**config.mk**
```make
export PLATFORM = sky130hd
export DESIGN_NAME = prog_loader
export DESIGN_NICKNAME = d
export VERILOG_FILES = /design/src/rtl/prog_loader_pkg.sv /design/src/rtl/idle_timer.sv /design/src/rtl/prog_loader.sv
export SDC_FILE = /design/constraint.sdc
export NUM_CORES = 1
export LEC_CHECK = 0
export ABC_AREA = 1
export CAP_MARGIN = 30
export CORE_MARGIN = 2
export CORE_UTILIZATION = 55
export DETAILED_ROUTE_END_ITERATION = 10
export GPL_TIMING_DRIVEN = 0
export PLACE_DENSITY_LB_ADDON = 0.25
export SYNTH_ARGS = -nofsm -noshare
export SYNTH_HDL_FRONTEND = slang
export SYNTH_SLANG_ARGS = --single-unit
```
**constraint.sdc**
```tcl
create_clock -name clk -period 2.1 [get_ports clk]
set_input_delay 0.315 -clock clk [delete_from_list [all_inputs] [get_ports clk]]
set_output_delay 0.315 -clock clk [all_outputs]
set_load 0.02 [all_outputs]
```
**src/rtl/prog_loader_pkg.sv**
```systemverilog
// Shared definitions for the program loader and the instruction-ROM consumers.
// Holds the loader state encoding, instruction geometry and checksum helper.
package prog_loader_pkg;

    localparam int INSTR_W         = 24;
    localparam int BYTES_PER_INSTR = 3;
    localparam logic [7:0] SYNC_DEFAULT = 8'hA5;

    typedef enum logic [2:0] {
        IDLE    = 3'd0,
        LEN     = 3'd1,
        PAYLOAD = 3'd2,
        CHECK   = 3'd3,
        DONE    = 3'd4,
        ERR     = 3'd5
    } state_t;

    // Running mod-256 payload checksum.
    function automatic logic [7:0] chk_add(input logic [7:0] acc, input logic [7:0] b);
        return acc + b;
    endfunction

endpackage

```
**src/rtl/idle_timer.sv**
```systemverilog
// Counts idle cycles inside a frame; expired flags the last allowed idle cycle.
// A TIMEOUT of 0 disables expiry entirely.
module idle_timer #(
    parameter int TIMEOUT = 100000
) (
    input  logic clk,
    input  logic rst,
    input  logic clear,
    input  logic enable,
    output logic expired
);

    localparam int CNT_W = (TIMEOUT > 1) ? $clog2(TIMEOUT) : 1;
    localparam logic [CNT_W-1:0] LAST_CNT = CNT_W'((TIMEOUT > 0) ? TIMEOUT - 1 : 0);

    logic [CNT_W-1:0] timer_r;

    // Idle-cycle counter, restarted by every transfer and outside frames.
    always_ff @(posedge clk) begin
        if (rst) begin
            timer_r <= '0;
        end else if (clear) begin
            timer_r <= '0;
        end else if (enable) begin
            timer_r <= timer_r + CNT_W'(1);
        end else begin
            timer_r <= timer_r;
        end
    end

    assign expired = (TIMEOUT > 0) && enable && (timer_r == LAST_CNT);

endmodule

```
**src/rtl/prog_loader.sv**
```systemverilog
// Loads a framed byte stream (SYNC, LEN, 3*LEN payload bytes, CHK) into program
// memory as 24-bit words while holding the CPU in reset.
module prog_loader
    import prog_loader_pkg::*;
#(
    parameter int         ADDR_W  = 8,
    parameter int         DEPTH   = 255,
    parameter logic [7:0] SYNC    = SYNC_DEFAULT,
    parameter int         TIMEOUT = 100000
) (
    input  logic               clk,
    input  logic               rst,
    input  logic               in_valid,
    input  logic [7:0]         in_data,
    output logic               in_ready,
    output logic               mem_w_enable,
    output logic [ADDR_W-1:0]  mem_w_addr,
    output logic [INSTR_W-1:0] mem_w_data,
    output logic               cpu_hold,
    output logic               done,
    output logic               error
);

    localparam logic [7:0] DEPTH_B   = 8'(DEPTH);
    localparam logic [1:0] LAST_BYTE = 2'(BYTES_PER_INSTR - 1);

    state_t state_r, state_next_s;

    logic [INSTR_W-9:0] word_r;
    logic [7:0]         chk_r;
    logic [7:0]         len_r;
    logic [7:0]         word_cnt_r;
    logic [1:0]         byte_idx_r;

    logic               in_ready_r, mem_w_enable_r, cpu_hold_r, done_r, error_r;
    logic [ADDR_W-1:0]  mem_w_addr_r;
    logic [INSTR_W-1:0] mem_w_data_r;

    logic xfer_s, in_frame_s, last_byte_s, last_word_s, expired_s;
    logic cpu_hold_s, done_s, error_s, wr_s, start_s;

    assign xfer_s      = in_valid && in_ready_r;
    assign in_frame_s  = (state_r == LEN) || (state_r == PAYLOAD) || (state_r == CHECK);
    assign last_byte_s = (byte_idx_r == LAST_BYTE);
    assign last_word_s = (word_cnt_r == (len_r - 8'd1));

    idle_timer #(.TIMEOUT(TIMEOUT)) u_idle_timer (
        .clk     (clk),
        .rst     (rst),
        .clear   (xfer_s || !in_frame_s),
        .enable  (in_frame_s && !xfer_s),
        .expired (expired_s)
    );

    // State register.
    always_ff @(posedge clk) begin
        if (rst) begin
            state_r <= IDLE;
        end else begin
            state_r <= state_next_s;
        end
    end

    // Next-state logic; a transfer always wins over an expiring idle timer.
    always_comb begin
        state_next_s = state_r;
        case (state_r)
            IDLE, DONE, ERR: begin
                if (xfer_s && (in_data == SYNC)) state_next_s = LEN;
                else                              state_next_s = state_r;
            end
            LEN: begin
                if (xfer_s) begin
                    if ((in_data == 8'd0) || (in_data > DEPTH_B)) state_next_s = ERR;
                    else                                           state_next_s = PAYLOAD;
                end else if (expired_s) begin
                    state_next_s = ERR;
                end else begin
                    state_next_s = state_r;
                end
            end
            PAYLOAD: begin
                if (xfer_s) begin
                    if (last_byte_s && last_word_s) state_next_s = CHECK;
                    else                            state_next_s = state_r;
                end else if (expired_s) begin
                    state_next_s = ERR;
                end else begin
                    state_next_s = state_r;
                end
            end
            CHECK: begin
                if (xfer_s) begin
                    if (in_data == chk_r) state_next_s = DONE;
                    else                  state_next_s = ERR;
                end else if (expired_s) begin
                    state_next_s = ERR;
                end else begin
                    state_next_s = state_r;
                end
            end
            default: state_next_s = IDLE;
        endcase
    end

    // Next values of the registered outputs, derived from the upcoming state.
    always_comb begin
        cpu_hold_s = 1'b0;
        done_s     = 1'b0;
        error_s    = 1'b0;
        case (state_next_s)
            LEN, PAYLOAD, CHECK: cpu_hold_s = 1'b1;
            DONE:                done_s     = 1'b1;
            ERR:                 error_s    = 1'b1;
            default:             cpu_hold_s = 1'b0;
        endcase
        wr_s    = (state_r == PAYLOAD) && xfer_s && last_byte_s;
        start_s = !in_frame_s && (state_next_s == LEN);
    end

    // Datapath: word assembly, checksum, counters and output registers.
    always_ff @(posedge clk) begin
        if (rst) begin
            in_ready_r     <= 1'b0;
            mem_w_enable_r <= 1'b0;
            mem_w_addr_r   <= '0;
            mem_w_data_r   <= '0;
            cpu_hold_r     <= 1'b0;
            done_r         <= 1'b0;
            error_r        <= 1'b0;
            word_r         <= '0;
            chk_r          <= 8'd0;
            len_r          <= 8'd0;
            word_cnt_r     <= 8'd0;
            byte_idx_r     <= 2'd0;
        end else begin
            in_ready_r     <= 1'b1;
            mem_w_enable_r <= wr_s;
            cpu_hold_r     <= cpu_hold_s;
            done_r         <= done_s;
            error_r        <= error_s;
            if (wr_s) begin
                mem_w_addr_r <= ADDR_W'(word_cnt_r);
                mem_w_data_r <= {word_r, in_data};
            end
            if (start_s) begin
                word_r     <= '0;
                chk_r      <= 8'd0;
                len_r      <= 8'd0;
                word_cnt_r <= 8'd0;
                byte_idx_r <= 2'd0;
            end else if ((state_r == LEN) && xfer_s) begin
                len_r <= in_data;
            end else if ((state_r == PAYLOAD) && xfer_s) begin
                word_r <= {word_r[INSTR_W-17:0], in_data};
                chk_r  <= chk_add(chk_r, in_data);
                if (last_byte_s) begin
                    byte_idx_r <= 2'd0;
                    word_cnt_r <= word_cnt_r + 8'd1;
                end else begin
                    byte_idx_r <= byte_idx_r + 2'd1;
                end
            end
        end
    end

    assign in_ready     = in_ready_r;
    // A strobe already registered is squashed while reset is asserted.
    assign mem_w_enable = mem_w_enable_r && !rst;
    assign mem_w_addr   = mem_w_addr_r;
    assign mem_w_data   = mem_w_data_r;
    assign cpu_hold     = cpu_hold_r;
    assign done         = done_r;
    assign error        = error_r;

endmodule

```
Word level (Yosys, flattened, before mapping)
Index checks and enable logic that the tools add are counted.

cells by class
  order comparisons = 1
  reduce and logical (&&, ||, !) cells = 25
  multiplexer cells = 14
  add/subtract/negate cells = 5
  bitwise gates (word level) = 1
  equal/unequal tests = 15

operator list
  kind                   number
  $mux 3                 7
  $add 17x1->17 const B  1
  $eq 17x17->1 const B   1
  $eq 8x8->1             2
  $eq 3x2->1 const B     4
  $eq 3x3->1 const B     4
  $pmux 3 s4             1
  $logic_and 1x1->1      10
  $add 8x1->8 const B    1
  $add 8x8->8            1
  $eq 8x8->1 const B     1
  $gt 8x8->1 const B     1
  $logic_not 8->1        1
  $sub 8x1->8 const B    1
  $eq 3x1->1 const B     2
  $reduce_or 3->1        2
  $mux 1                 5
  $logic_or 1x1->1       4
  $reduce_or 2->1        2
  $logic_not 1->1        3
  $logic_not 3->1        1
  $reduce_and 3->1       1
  $add 2x1->2 const B    1
  $eq 2x2->1 const B     1
  3 further kinds        3

storage, ports and cells
  output and inout port bits = 37
  flip-flop bits (word level) = 99
  input port bits = 11
  logic and storage cells = 75

Logic depth before layout (Yosys ltp)
Gate-level depths: netlist of run 1.

  depth after elaboration = 11
  mapped depth = 16
  gate-level depth less buffers = 16

Modules after synthesis
From an unflattened synthesis of run 1, not the netlist that was laid out.

unflattened totals
  cells, all modules = 628
  area total of the unflattened synthesis = 4575.6 µm²

modules (own cells, without submodules)
  module       area each (µm²)  instances  cells an instance  seq. area each (µm²)
  prog_loader  3673.5           1          497                1641.6
  idle_timer   902.1            1          131                340.3

Least setup slack after synthesis of run 1
OpenSTA, ideal clock, no wires.

  path type = register -> register
  start point = register chk_r[0]
  end point = register chk_r[6]
  path buffers = 0
  arrival time = 1.667 ns
  clock period less this slack = 1.737 ns
  stages on the path, launching flop included = 12
  path slack = 0.363 ns
  library setup time = 0.070 ns
  required time = 2.030 ns
  cell sequence = dfxtp_1 ha_1 inv_1 fa_1 o21ai_0 nand2_1 nand2_1 nand2_1 nand3_1 nand2_1 o21ai_0 a21boi_1

between the ends
  word-level cells in the longest chain between the ends = 7
  elaborated cells between the ends (all ways) = 8
  those cells by class = add/sub (1); eq/ne (2); mux (3); reduce/logical (2)

RTL lines
  item                              line                RTL
  from (decl)                       prog_loader.sv:30   logic [7:0] chk_r;
  from (signal assigned)            prog_loader.sv:156  chk_r <= chk_add(chk_r, in_data);
  $eq 8x8->1                        prog_loader.sv:94   if (in_data == chk_r) state_next_s = DONE;
  $mux 1                            prog_loader.sv:94
  $mux 3                            prog_loader.sv:93   if (xfer_s) begin
  $pmux 3 s4                        prog_loader.sv:67   case (state_r)
  $eq 3x1->1                        prog_loader.sv:118  start_s = !in_frame_s && (state_next_s == LEN);
  $logic_and 1x1->1                 prog_loader.sv:118
  $reduce_or 2->1 (no source line)  n/a

Several ways; a longest one is shown, not always the timed one.
A chain may end at the register's enable or synchronous reset.

Worst setup path after layout of run 1
  start point = input port in_data[2]
  end point = register word_cnt_r[5]

between the ends
  word-level cells in the longest chain between the ends = 8
  elaborated cells between the ends (all ways) = 15
  those cells by class = order compare (1); eq/ne (3); mux (6); reduce/logical (5)

RTL lines
  item                                                  line                RTL
  from (decl)                                           prog_loader.sv:14   input logic [7:0] in_data,
  $gt 8x8->1 / $logic_not 8->1 (equally long branches)  prog_loader.sv:74   if ((in_data == 8'd0) || (in_data > DEPTH_B)) state_next_s = ERR;
  $logic_or 1x1->1                                      prog_loader.sv:74
  $mux 3                                                prog_loader.sv:74
  $mux 3                                                prog_loader.sv:73   if (xfer_s) begin
  $pmux 3 s4 (*)                                        prog_loader.sv:67
  $eq 3x1->1 (*)                                        prog_loader.sv:118
  $logic_and 1x1->1 (*)                                 prog_loader.sv:118
  $reduce_or 2->1 (no source line) (*)                  n/a
  to (signal assigned)                                  prog_loader.sv:159  word_cnt_r <= word_cnt_r + 8'd1;
  to (decl)                                             prog_loader.sv:32   logic [7:0] word_cnt_r;

Every way passes the cells marked *; elsewhere a longest branch is shown, timed or not.

==> key figures, run 1 <==
Outcome
  • Status: finished clean

CTS
  • Worst-Skew Late Latency: approximately 0.37 ns
  • CTS max path bufs: 2
  • Post-CTS setup buffers: 0
  • Clock Tree Root: clkbuf_8
  • Clk sinks: 99
  • CTS Buf Count: 9
  • H-tree depth: 3
  • CTS tree: done
  • Worst-path clk slew: about 0.09 ns

Routing
  • DR vias: 4221
  • Via density: 5.40
  • Residual DRC: 0
  • Final ANT Viol Nets: 0
  • Drt first pass iters: 5
  • Routed len/inst: approximately 15 um
  • Number of DRC markers in iteration 0: 261
  • Post-Route WL: 11.3 mm

Power
  • Pwr Density: 583 mW/mm^2
  • Max VDD drop: 0.386 mV
  • Leak: 2.35 nW
  • Total power: 3.19 mW

Timing
  • Max-slew violation count: 0
  • Final setup vio count: 0
  • Worst-Margin Slew: 0.477 ns
  • Slew margin rel.: 0.682
  • Fmax: 503 MHz
  • Min Clock Period, post-route: 1.99 ns
  • Hold slack: 0.372 ns
  • Clock skew: 0.0189 ns
  • RSZ-0062 raised after global routing: true
  • Tcrit/Tclk final: 0.946
  • Endpoints failing hold: 0

Die
  • Die Span Y: between 90 and 100 um
  • Die area: 0.00912 mm^2
  • Chip width: 95.5 um
  • # IOs: 48
  • Core box area: between 0.008 and 0.009 mm^2
  • Starting Density: 0.563
  • Cell Rows: 33

Worst setup path
  • Worst Path Arrival: roughly 2.2 ns
  • Slowest stage delay, CP: 0.65 ns
  • R2R setup slack: 0.20 ns
  • RR Startpoint: len_r[0]$_SDFFE_PP0P_
  • Largest delay contributor family on the critical path: buffers and inverters
  • Endpoint class of the critical path: flip-flop
  • Crit path max fanout: 10
  • FF-to-FF path depth: 15
  • Crit-path slowest cell: clkdlybuf4s50_1
  • Crit path cell chain: clkdlybuf4s50_1 -> inv_1 -> nand4_1 -> nor2_1 -> o21ai_0 -> nand2_1 -> o21ai_1 -> nand2_2 -> nand3_4 -> buf_6 -> a21oi_1
  • FF-to-FF End: error$_SDFF_PP0_
  • Setup crit start kind: input pin
  • Critical path class: input pin to flip-flop
  • Crit path required time: 2.35 ns
  • Critical path buffers and inverters: 3

Logic synthesis
  • Top FF cell, synth: dfxtp_1
  • Post-synthesis instance total: between 600 and 700
  • Synth area leaders: dfxtp_1 43%, nand2_1 9.3%, o21ai_0 7.3%
  • Number of synthesized flops with an enable pin: 0
  • Post-Syn Area: approximately 0.0046 mm^2
  • Seq cells post-synth: 99
  • Synthesis Warnings: 0
  • Post-synth top area cell: dfxtp_1
  • Syn avg cell area: 7.51 um^2
  • Distinct cells, synth: 42
  • Syn_nets: 635
  • Synth async-reset ratio: 0
  • Count leader, synth: nand2_1
  • Sequential fraction of the synthesis area: 0.430
  • Yosys top cell area share: 0.430
  • Synth top cells by count: 114 x nand2_1, 99 x dfxtp_1, 75 x nor2_1

Global routing
  • Global Route Usage Sum: 0.259
  • Vias in the first global route: 3938
  • Total congestion overflow: 0
  • Number of antenna violations at the first check in global routing: 0
  • Largest net degree at the start of global routing: 20
  • Global-route wire length before repair: 18.1 mm
  • Grt peak-use layer: met2
  • GR Layer Usage met1: 0.322
  • M3 GR Usage: 0.0411
  • Routing usage on met2: 0.442

Final layout
  • Share of layout cells above drive strength 1: 0.0947
  • Diodes inserted: 0
  • Fillers: 704
  • Area grow syn2layout: 18.7%
  • Final net count: 693

Job
  • # Max-Cap Violations: 0

Min path
  • Hold Path Origin: in_data[3]
  • Hold path depth: 3
  • Hold Path Sink: mem_w_data[3]$_SDFFE_PP0P_
  • Worst min path class: input pin to flip-flop

Placed design
  • DPL Wire Length: 8.44 mm
  • Port buffer count: 47
  • GPL Wtd Cong: roughly 0.9
-- tightest hold or removal path: cells and delay by family --
kind            cells  cell delay, ns
buf+inv             2            0.31
compound gates      1            0.06
-- sequential cells by signal, indices dropped and copies added, names as in the netlist --
name / count
cpu_hold: 1
done: 1
state_r: 3
mem_w_addr: 8
mem_w_enable_r: 1
word_r: 16
chk_r: 8
mem_w_data: 24
len_r: 8
in_ready: 1
u_idle_timer.timer_r: 17
byte_idx_r: 2
error: 1
word_cnt_r: 8
-- final cells by class --
class,instances,area [um^2],area share
buffer,24,136,0.0249
sequential,99,1980,0.363
clock inverter,7,73.8,0.0135
inverter,65,244,0.0446
timing repair buffer,47,477,0.0872
tap,105,131,0.0240
clock buffer,9,124,0.0227
multi-input combinational,425,2300,0.420
-- worst max-delay path by stage --
stage,start,endpoint,slack (ns),cells past startpoint
finish,in_data[2],word_cnt_r[5]$_SDFFE_PP0P_,0.11,11
global route,in_valid,word_r[12]$_SDFFE_PP0P_,-0.0009,9
CTS,in_data[4],word_cnt_r[5]$_SDFFE_PP0P_,0.004,8
detailed placement,in_data[0],chk_r[6]$_SDFFE_PP0P_,-0.50,12
global placement,in_data[0],chk_r[6]$_SDFFE_PP0P_,-0.48,12
floorplan,chk_r[0]$_SDFFE_PP0P_,chk_r[6]$_SDFFE_PP0P_,0.36,11
-- cells in the final DEF (no fill, tap or decap), drive strengths merged --
master / count
a21boi: 7
a21oi: 73
and3: 1
buf: 10
clkbuf: 23
clkdlybuf4s50: 43
clkinv: 6
clkinvlp: 1
dfxtp: 99
dlygate4sd2: 1
dlymetal6s2s: 3
fa: 1
ha: 10
inv: 65
mux2i: 6
nand2: 117
nand3: 23
nand3b: 1
nand4: 5
nor2: 78
nor3: 6
nor3b: 1
nor4: 2
o211ai: 1
o21ai: 68
o21ba: 1
or2: 4
xnor2: 3
xnor3: 1
xor2: 16
-- metal layers --
layer / wire, um / part of all wire
met5: 0 / 0
met4: 304 / 0.027
met3: 499 / 0.044
met2: 5530 / 0.49
met1: 5000 / 0.44
-- metrics by stage --
stage	instances	utilization	area (um^2)	setup TNS, ns	worst slack (ns)
6_report	781	0.669	5470	0	0.113
5_1_grt	781	0.669	5470	-0.000949	-0.000949
4_1_cts	781	0.661	5410	0	0.00350
2_1_floorplan	613	-	4600	0	0.363
3_3_place_gp	765	0.637	5210	-12.80	-0.478
3_5_place_dp	765	0.637	5210	-15.60	-0.500
-- kinds of logic after synthesis --
logic type | Yosys count | synth area share
xor gates and xnor gates | 20 | 0.0410
buffers and inverters | 89 | 0.0810
muxes | 6 | 0.0130
DFF | 99 | 0.430
AOI/OAI and AO/OA | 150 | 0.176
adders and majority gates | 11 | 0.0315
and+or+nand+nor | 238 | 0.227
-- repair_timing --
action / CTS / global route
endpoints found under the hold margin: 0 / 0
gates resized for setup: 3 / 14
pin swaps: 0 / 2
hold buffers: 0 / 0
endpoints found under the setup margin: 3 / 44
-- power by group --
| part | leakage (nW) | switching, mW | internal [mW] |
|---|---|---|---|
| sequential | 0.797 | 0.000592 | 1.88 |
| clock | 0.0972 | 0.733 | 0.463 |
| combinational | 1.46 | 0.0764 | 0.0391 |
No activity file was read; power rests on OpenSTA's default activity.
==> run 2: changes to the inputs <==
PLACE_DENSITY = 0.82   (was unset)
PLACE_DENSITY_LB_ADDON = unset   (was 0.25)
==> run 2 against run 1 <==
Cell count stayed put. Clock-buffer cell count is 1 higher. Via count is 0.40% higher. Largest cell class unchanged.
==> key figures, run 2 (same netlist as run 1, synthesis figures left out) <==
Placed design
  • Port buffer count: 47 (unchanged)
  • GPL Wtd Cong: 0.958 (+6.1%)
  • DPL Wire Length: 8.38 mm (-0.74%)

CTS
  • CTS tree: done
  • Worst-path clk slew: 0.10 ns (about the same)
  • Clk sinks: 99 (unchanged)
  • Post-CTS setup buffers: 0 (unchanged)
  • Post-CTS Resized: 2 (-1)
  • Clock Tree Root: clkbuf_8
  • H-tree depth: 3 (unchanged)
  • CTS max path bufs: 2 (unchanged)
  • # hold bufs at CTS: 0 (unchanged)
  • CTS Buf Count: 9 (unchanged)
  • Worst-Skew Late Latency: 0.37 ns (about the same)

Global routing
  • Number of antenna violations at the first check in global routing: 0 (unchanged)
  • Total congestion overflow: 0 (unchanged)
  • Vias in the first global route: 3997 (+1.5%)
  • Global-route wire length before repair: 18.6 mm (+2.4%)
  • Global Route Usage Sum: 0.262 (+0.00301)
  • Largest net degree at the start of global routing: 19 (-5.0%)

Power
  • Total power: 3.21 mW (+0.74%)
  • Seq pwr share: 0.584 (-0.005)
  • Leak: 2.38 nW (+1.1%)
  • Int Power: 2.40 mW (+0.97%)
  • Gate power share: 0.036 (about the same)
  • Clock power frac: 0.380 (+0.005)
  • Sw Pwr: 0.810 mW (about the same)
  • Pwr Density: 587 mW/mm^2 (+0.63%)
  • Sw Share: 0.252 (-0.00168)
  • Max VDD drop: 0.471 mV (+22%)

Routing
  • Number of DRC markers in iteration 0: 262 (+0.38%)
  • DR vias: 4238 (+0.40%)
  • Routed len/inst: 14.7 um (+1.0%)
  • Via density: 5.43 (+0.40%)
  • Final ANT Viol Nets: 0 (unchanged)
  • Post-Route WL: 11.5 mm (+1.0%)
  • Residual DRC: 0 (unchanged)
  • Drt first pass iters: 5 (unchanged)

Timing
  • Max-slew violation count: 0 (unchanged)
  • Slew margin rel.: 0.684 (+0.00196)
  • RSZ-0062 raised after global routing: false
  • Clock skew: 0.00975 ns (-0.00919 ns)
  • Fmax: 494 MHz (-1.9%)
  • Min Clock Period, post-route: 2.03 ns (+0.0382 ns)
  • Endpoints failing hold: 0 (unchanged)
  • Final setup vio count: 0 (unchanged)
  • Tcrit/Tclk final: 0.965 (+0.0182)
  • Worst-Margin Slew: 0.474 ns (-0.00295 ns)
  • Hold slack: 0.373 ns (+0.000437 ns)

Die
  • Die area: 0.00912 mm^2 (unchanged)
  • Cell Rows: 33 (unchanged)
  • Core box area: 0.00818 mm^2 (unchanged)
  • Die Span Y: 95.5 um (unchanged)
  • # IOs: 48 (unchanged)
  • Chip width: 95.5 um (unchanged)
  • Starting Density: 0.563 (unchanged)

Final layout
  • Commonest non-fill, non-tap cell in the layout: nand2_1
  • Fillers: 675 (-4.1%)
  • Register area: 0.00198 mm^2 (about the same)
  • Area grow syn2layout: 18.9%
  • Final net count: 693 (unchanged)
  • Diodes inserted: 0 (unchanged)
  • Max reg flops: 24 (unchanged)
  • Final core utilization: 0.669 (+0.000765)
  • Commonest cells after routing, fill and taps aside: 114 x nand2_1, 98 x dfxtp_1, 73 x nor2_1
  • Multi-input gate area: 0.00231 mm^2 (+0.38%)
  • Share of layout cells above drive strength 1: 0.0976 (+0.00296)

Outcome
  • Status: finished clean

Worst setup path
  • Crit path max fanout: 7 (-3)
  • Setup crit start kind: input pin
  • Endpoint class of the critical path: primary output
  • Crit path required time: 1.78 ns (-0.57 ns)
  • Worst Path Arrival: 1.71 ns (-0.53 ns)
  • Critical path class: input pin to primary output

Job
  • # Max-Cap Violations: 0 (unchanged)

Min path
  • Worst min path class: input pin to flip-flop
[run 2: cell count changes in the layout (fill, tap and decap cells not counted), sizes merged]
cell / change
dlymetal6s2s: +3
inv: +2
clkinv: -3
clkdlybuf4s50: -3
buf: +1
[run 2: metrics by stage]
stage / instance area (um^2) / TNS, ns / setup slack (ns) / std cells
after floorplan: 4600 / 0 / 0.363 / 613
after global placement: 5210 / -12.11 / -0.465 / 765
after detailed placement: 5210 / -15.27 / -0.496 / 765
after CTS: 5400 / 0 / 0.0275 / 781
after global routing: 5470 / 0 / 0.00801 / 781
final: 5470 / 0 / 0.0743 / 781
[run 2: critical path: stages]
cell	delay [ns]
clkdlybuf4s50_1	0.60
nor2_1	0.18
clkdlybuf4s50_1	0.62
[run 2: path summary, 6_finish.rpt]
kind / start / to / slack, ns / cells past startpoint
worst min register to register: u_idle_timer.timer_r[0]$_SDFFE_PP0P_ / u_idle_timer.timer_r[0]$_SDFFE_PP0P_ / 0.47 / 1
worst max register to register: u_idle_timer.timer_r[0]$_SDFFE_PP0P_ / word_r[14]$_SDFFE_PP0P_ / 0.16 / 10
worst max-delay path: rst / mem_w_enable / 0.07 / 3
worst min-delay path: in_data[6] / mem_w_data[6]$_SDFFE_PP0P_ / 0.37 / 3
[run 2: routing by layer]
layer,vias up,GRT usage,part of all wire
met3,31,0.0466,0.052
met5,-,0,0
li1,2105,-,-
met4,0,0.117,0.031
met2,147,0.434,0.48
met1,1955,0.335,0.44
[run 2: final cells by class]
class | instances | share of cell area
buffer | 24 | 0.0240
clock buffer | 10 | 0.0251
clock inverter | 6 | 0.00983
inverter | 65 | 0.0446
multi-input combinational | 425 | 0.422
sequential | 99 | 0.362
tap | 105 | 0.0240
timing repair buffer | 47 | 0.0885
[run 2: power groups by stage]
stage	clock network [mW]	registers, mW	logic, mW
after floorplan	0	1.92	0.0540
after detailed placement	0	1.92	0.109
after CTS	1.23	1.88	0.109
final	1.22	1.88	0.116
after global placement	0	1.92	0.106
after global routing	1.29	1.88	0.127
==> run 3: changes to the inputs <==
SYNTH_HIERARCHICAL = 1   (was unset)
==> run 3 against run 2 <==
The run now ends with setup timing left. Power shrank 0.54%. Cell count up 3.3%. Wire length up 4.7%. Synthesized cell count rose by 2.4%. Clock power is 4% lower. Fmax down 3.6%. Critical path type is now input pin to flip-flop. Worst hold slack better by 0.095 ns. Register-to-register slack got worse by 0.10 ns. Sequential power hardly changed. First-iteration DRC count shrank 9.2%. Die area fell by 0.60%. Critical path depth increased by 6. Largest cell class unchanged.
==> key figures, run 3 <==
Outcome
  • Status: finished with violations
  • Failing checks: setup timing

Power
  • Leak: 2.28 nW (-4.2%)
  • Total power: 3.20 mW (-0.54%)
  • Max VDD drop: 0.307 mV (-35%)
  • Pwr Density: 569 mW/mm^2 (-3.1%)

Final layout
  • Diodes inserted: 0 (unchanged)
  • Commonest non-fill, non-tap cell in the layout: nand2_1
  • Area grow syn2layout: 22.7%
  • Commonest cells after routing, fill and taps aside: 132 x nand2_1, 94 x dfxtp_1, 80 x nor2_1
  • Final net count: 719 (+3.8%)
  • Max reg flops: 24 (unchanged)
  • Share of layout cells above drive strength 1: 0.145 (+0.0477)
  • Fillers: 642 (-4.9%)

Die
  • Starting Density: 0.563 (-0.000679)
  • Core box area: 0.00813 mm^2 (-0.51%)
  • # IOs: 48 (unchanged)
  • Die Span Y: 95.2 um (-0.30%)
  • Chip width: 95.2 um (-0.30%)
  • Die area: 0.00906 mm^2 (-0.60%)
  • Cell Rows: 33 (unchanged)

Logic synthesis
  • Count leader, synth: nand2_1
  • Portion of netlist area occupied by mux cells: 0 (-0.0130)
  • Yosys top cell area share: 0.433 (+0.00271)
  • Seq cells post-synth: 99 (unchanged)
  • Synth async-reset ratio: 0 (unchanged)
  • Synthesis Warnings: 6 (+6)
  • Syn_nets: 650 (+2.4%)
  • Post-Synth XOR/XNOR Area: 0.0355 (-0.00548)
  • Post-Syn Area: 0.00458 mm^2 (-0.63%)
  • Synth top cells by count: 134 x nand2_1, 99 x dfxtp_1, 81 x nor2_1
  • Synth area leaders: dfxtp_1 43%, nand2_1 11%, nor2_1 6.6%
  • Top FF cell, synth: dfxtp_1
  • Simple logic cell fraction of the synthesized area: 0.299 (+0.0714)
  • Sequential fraction of the synthesis area: 0.433 (+0.00271)
  • Post-synthesis instance total: 628 (+2.4%)
  • Post-synth top area cell: dfxtp_1
  • Main combinational cell family by area after synthesis: simple AND/OR/NAND/NOR gates
  • Distinct cells, synth: 39 (-7.1%)
  • Number of synthesized flops with an enable pin: 0 (unchanged)
  • Compound-Gate Fraction of Synth Area: 0.120 (-0.0555)
  • Post-Synth Adder-Cell Area: 0.0317 (+0.000198)
  • Syn avg cell area: 7.29 um^2 (-3.0%)

CTS
  • H-tree depth: 3 (unchanged)
  • CTS Buf Count: 9 (unchanged)
  • CTS tree: done
  • Worst-path clk slew: 0.09 ns (about the same)
  • CTS max path bufs: 2 (unchanged)
  • Worst-Skew Late Latency: 0.36 ns (about the same)
  • Clk sinks: 99 (unchanged)
  • Clock Tree Root: clkbuf_8

Worst setup path
  • Critical path class: input pin to flip-flop
  • R2R setup slack: 0.06 ns (-0.10 ns)
  • Critical Path Most Common Cell: nand2_1
  • CP Depth: 9 (+6)
  • FF-to-FF End: word_cnt_r[2]$_SDFFE_PP0P_
  • Crit path cell chain: clkdlybuf4s50_1 -> ha_2 -> or2_2 -> nor3_1 -> a31oi_1 -> nand2_1 -> nand3_1 -> nand2_1 -> nor2_1
  • Crit path max fanout: 6 (-1)
  • Crit path required time: 2.36 ns (+0.58 ns)
  • RR Startpoint: u_idle_timer/timer_r[0]$_SDFFE_PP0P_
  • Crit-path slowest cell: clkdlybuf4s50_1
  • Worst Path Arrival: 2.36 ns (+0.65 ns)
  • Endpoint class of the critical path: flip-flop
  • Slowest stage delay, CP: 0.58 ns (-0.04 ns)
  • Largest delay contributor family on the critical path: simple AND/OR/NAND/NOR gates
  • Critical path buffers and inverters: 1 (-1)
  • Setup crit start kind: input pin
  • FF-to-FF path depth: 13 (+3)

Placed design
  • GPL Wtd Cong: 0.932 (-2.7%)
  • Port buffer count: 47 (unchanged)
  • DPL Wire Length: 8.46 mm (+0.91%)

Timing
  • Endpoints failing hold: 0 (unchanged)
  • RSZ-0062 raised after global routing: true
  • Hold slack: 0.468 ns (+0.0953 ns)
  • Final worst slack: -0.00223 ns (-0.0765 ns)
  • Tcrit/Tclk final: 1.00 (+0.0364)
  • Slew margin rel.: 0.673 (-0.0111)
  • Clock skew: 0.0119 ns (+0.00213 ns)
  • Worst-Margin Slew: 0.491 ns (+0.0166 ns)
  • Final setup vio count: 1 (+1)
  • Fmax: 476 MHz (-3.6%)
  • Final TNS setup: -0.00223 ns (-0.00223 ns)
  • Max-slew violation count: 0 (unchanged)
  • Min Clock Period, post-route: 2.10 ns (+0.0765 ns)

Global routing
  • Total congestion overflow: 0 (unchanged)
  • Global-route wire length before repair: 19.0 mm (+2.5%)
  • Global Route Usage Sum: 0.273 (+0.0108)
  • Largest net degree at the start of global routing: 16 (-3)
  • Number of antenna violations at the first check in global routing: 0 (unchanged)
  • Vias in the first global route: 4051 (+1.4%)

Job
  • # Max-Cap Violations: 0 (unchanged)

Min path
  • Worst min path class: flip-flop to flip-flop
  • Hold path depth: 1 (-2)
  • Hold Path Sink: u_idle_timer/timer_r[0]$_SDFFE_PP0P_
  • Hold Path Origin: u_idle_timer/timer_r[0]$_SDFFE_PP0P_

Routing
  • Residual DRC: 0 (unchanged)
  • DR vias: 4408 (+4.0%)
  • Number of DRC markers in iteration 0: 238 (-9.2%)
  • Final ANT Viol Nets: 0 (unchanged)
  • Drt first pass iters: 5 (unchanged)
  • Routed len/inst: 14.9 um (+1.4%)
  • Via density: 5.46 (+0.66%)
  • Post-Route WL: 12.0 mm (+4.7%)
[run 3: cell count changes in the layout (fill, tap and decap cells not counted), sizes merged, moves of 3 or more]
cell	before	now
a21oi	73	48
dlymetal6s2s	6	0
mux2i	6	0
o21ai	68	57
a21boi	7	0
inv	67	64
nor2	78	92
nand3	23	41
clkdlybuf4s50	40	46
nand2	117	142
buf	11	25
xor2	16	11
nor3	6	10
[run 3: what timing repair did]
action / 4_1_cts / 5_1_grt
hold buffers: 0 / 0
gates resized for setup: 20 / 32
buffers inserted: 6 / 4
gates cloned: 3 / 0
endpoints found under the setup margin: 44 / 45
pin swaps: 7 / 6
endpoints found under the hold margin: 0 / 0
[run 3: worst max-delay path by stage]
stage,from,to,slack [ns]
4_1_cts,state_r[1]$_SDFF_PP0_,word_cnt_r[2]$_SDFFE_PP0P_,0.007
5_1_grt,state_r[1]$_SDFF_PP0_,word_cnt_r[2]$_SDFFE_PP0P_,-0.06
3_5_place_dp,in_valid,word_r[2]$_SDFFE_PP0P_,-0.53
6_report,in_data[3],cpu_hold$_SDFF_PP0_,-0.002
2_1_floorplan,state_r[2]$_SDFF_PP0_,word_cnt_r[6]$_SDFFE_PP0P_,0.11
3_3_place_gp,rst,mem_w_enable,-0.51
[run 3: per-layer routing]
layer	track usage	vias up	routed length, um
met4	0.115	0	389
met5	0	-	0
met3	0.0593	39	681
met1	0.334	2053	5040
met2	0.462	162	5890
li1	-	2154	-
[run 3: area by class of cell]
cell class / count / area, um^2 / share of cell area
Multi-Input combinational cell: 439 / 2330 / 0.415
Timing Repair Buffer: 60 / 587 / 0.105
Tap cell: 105 / 131 / 0.0234
Buffer: 21 / 123 / 0.0218
Sequential cell: 99 / 1990 / 0.355
Clock buffer: 13 / 169 / 0.0301
Inverter: 67 / 259 / 0.0461
Clock inverter: 3 / 21.3 / 0.00379
[run 3: cell families (layout without fill, tap and decap cells)]
family          after synthesis  count (layout)
compound gates              108             108
fa+ha+maj                    11              11
xor+xnor                     17              17
flops                        99              99
buf+inv                      90             164
simple gates                303             303
[run 3: power by group]
part	leakage, nW	switching (mW)	internal [mW]
combinational	1.38	0.0928	0.0603
clock	0.0956	0.637	0.529
sequential	0.800	0.00177	1.88
total	2.28	0.731	2.46
[run 3: per-stage QoR]
stage / worst slack (ns) / util / std cells / cell area, um^2
after global routing: -0.0603 / 0.690 / 807 / 5620
final: -0.00223 / 0.690 / 807 / 5620
after global placement: -0.511 / 0.637 / 780 / 5180
after CTS: 0.00732 / 0.673 / 803 / 5480
after detailed placement: -0.534 / 0.637 / 780 / 5180
after floorplan: 0.105 / - / 628 / 4580
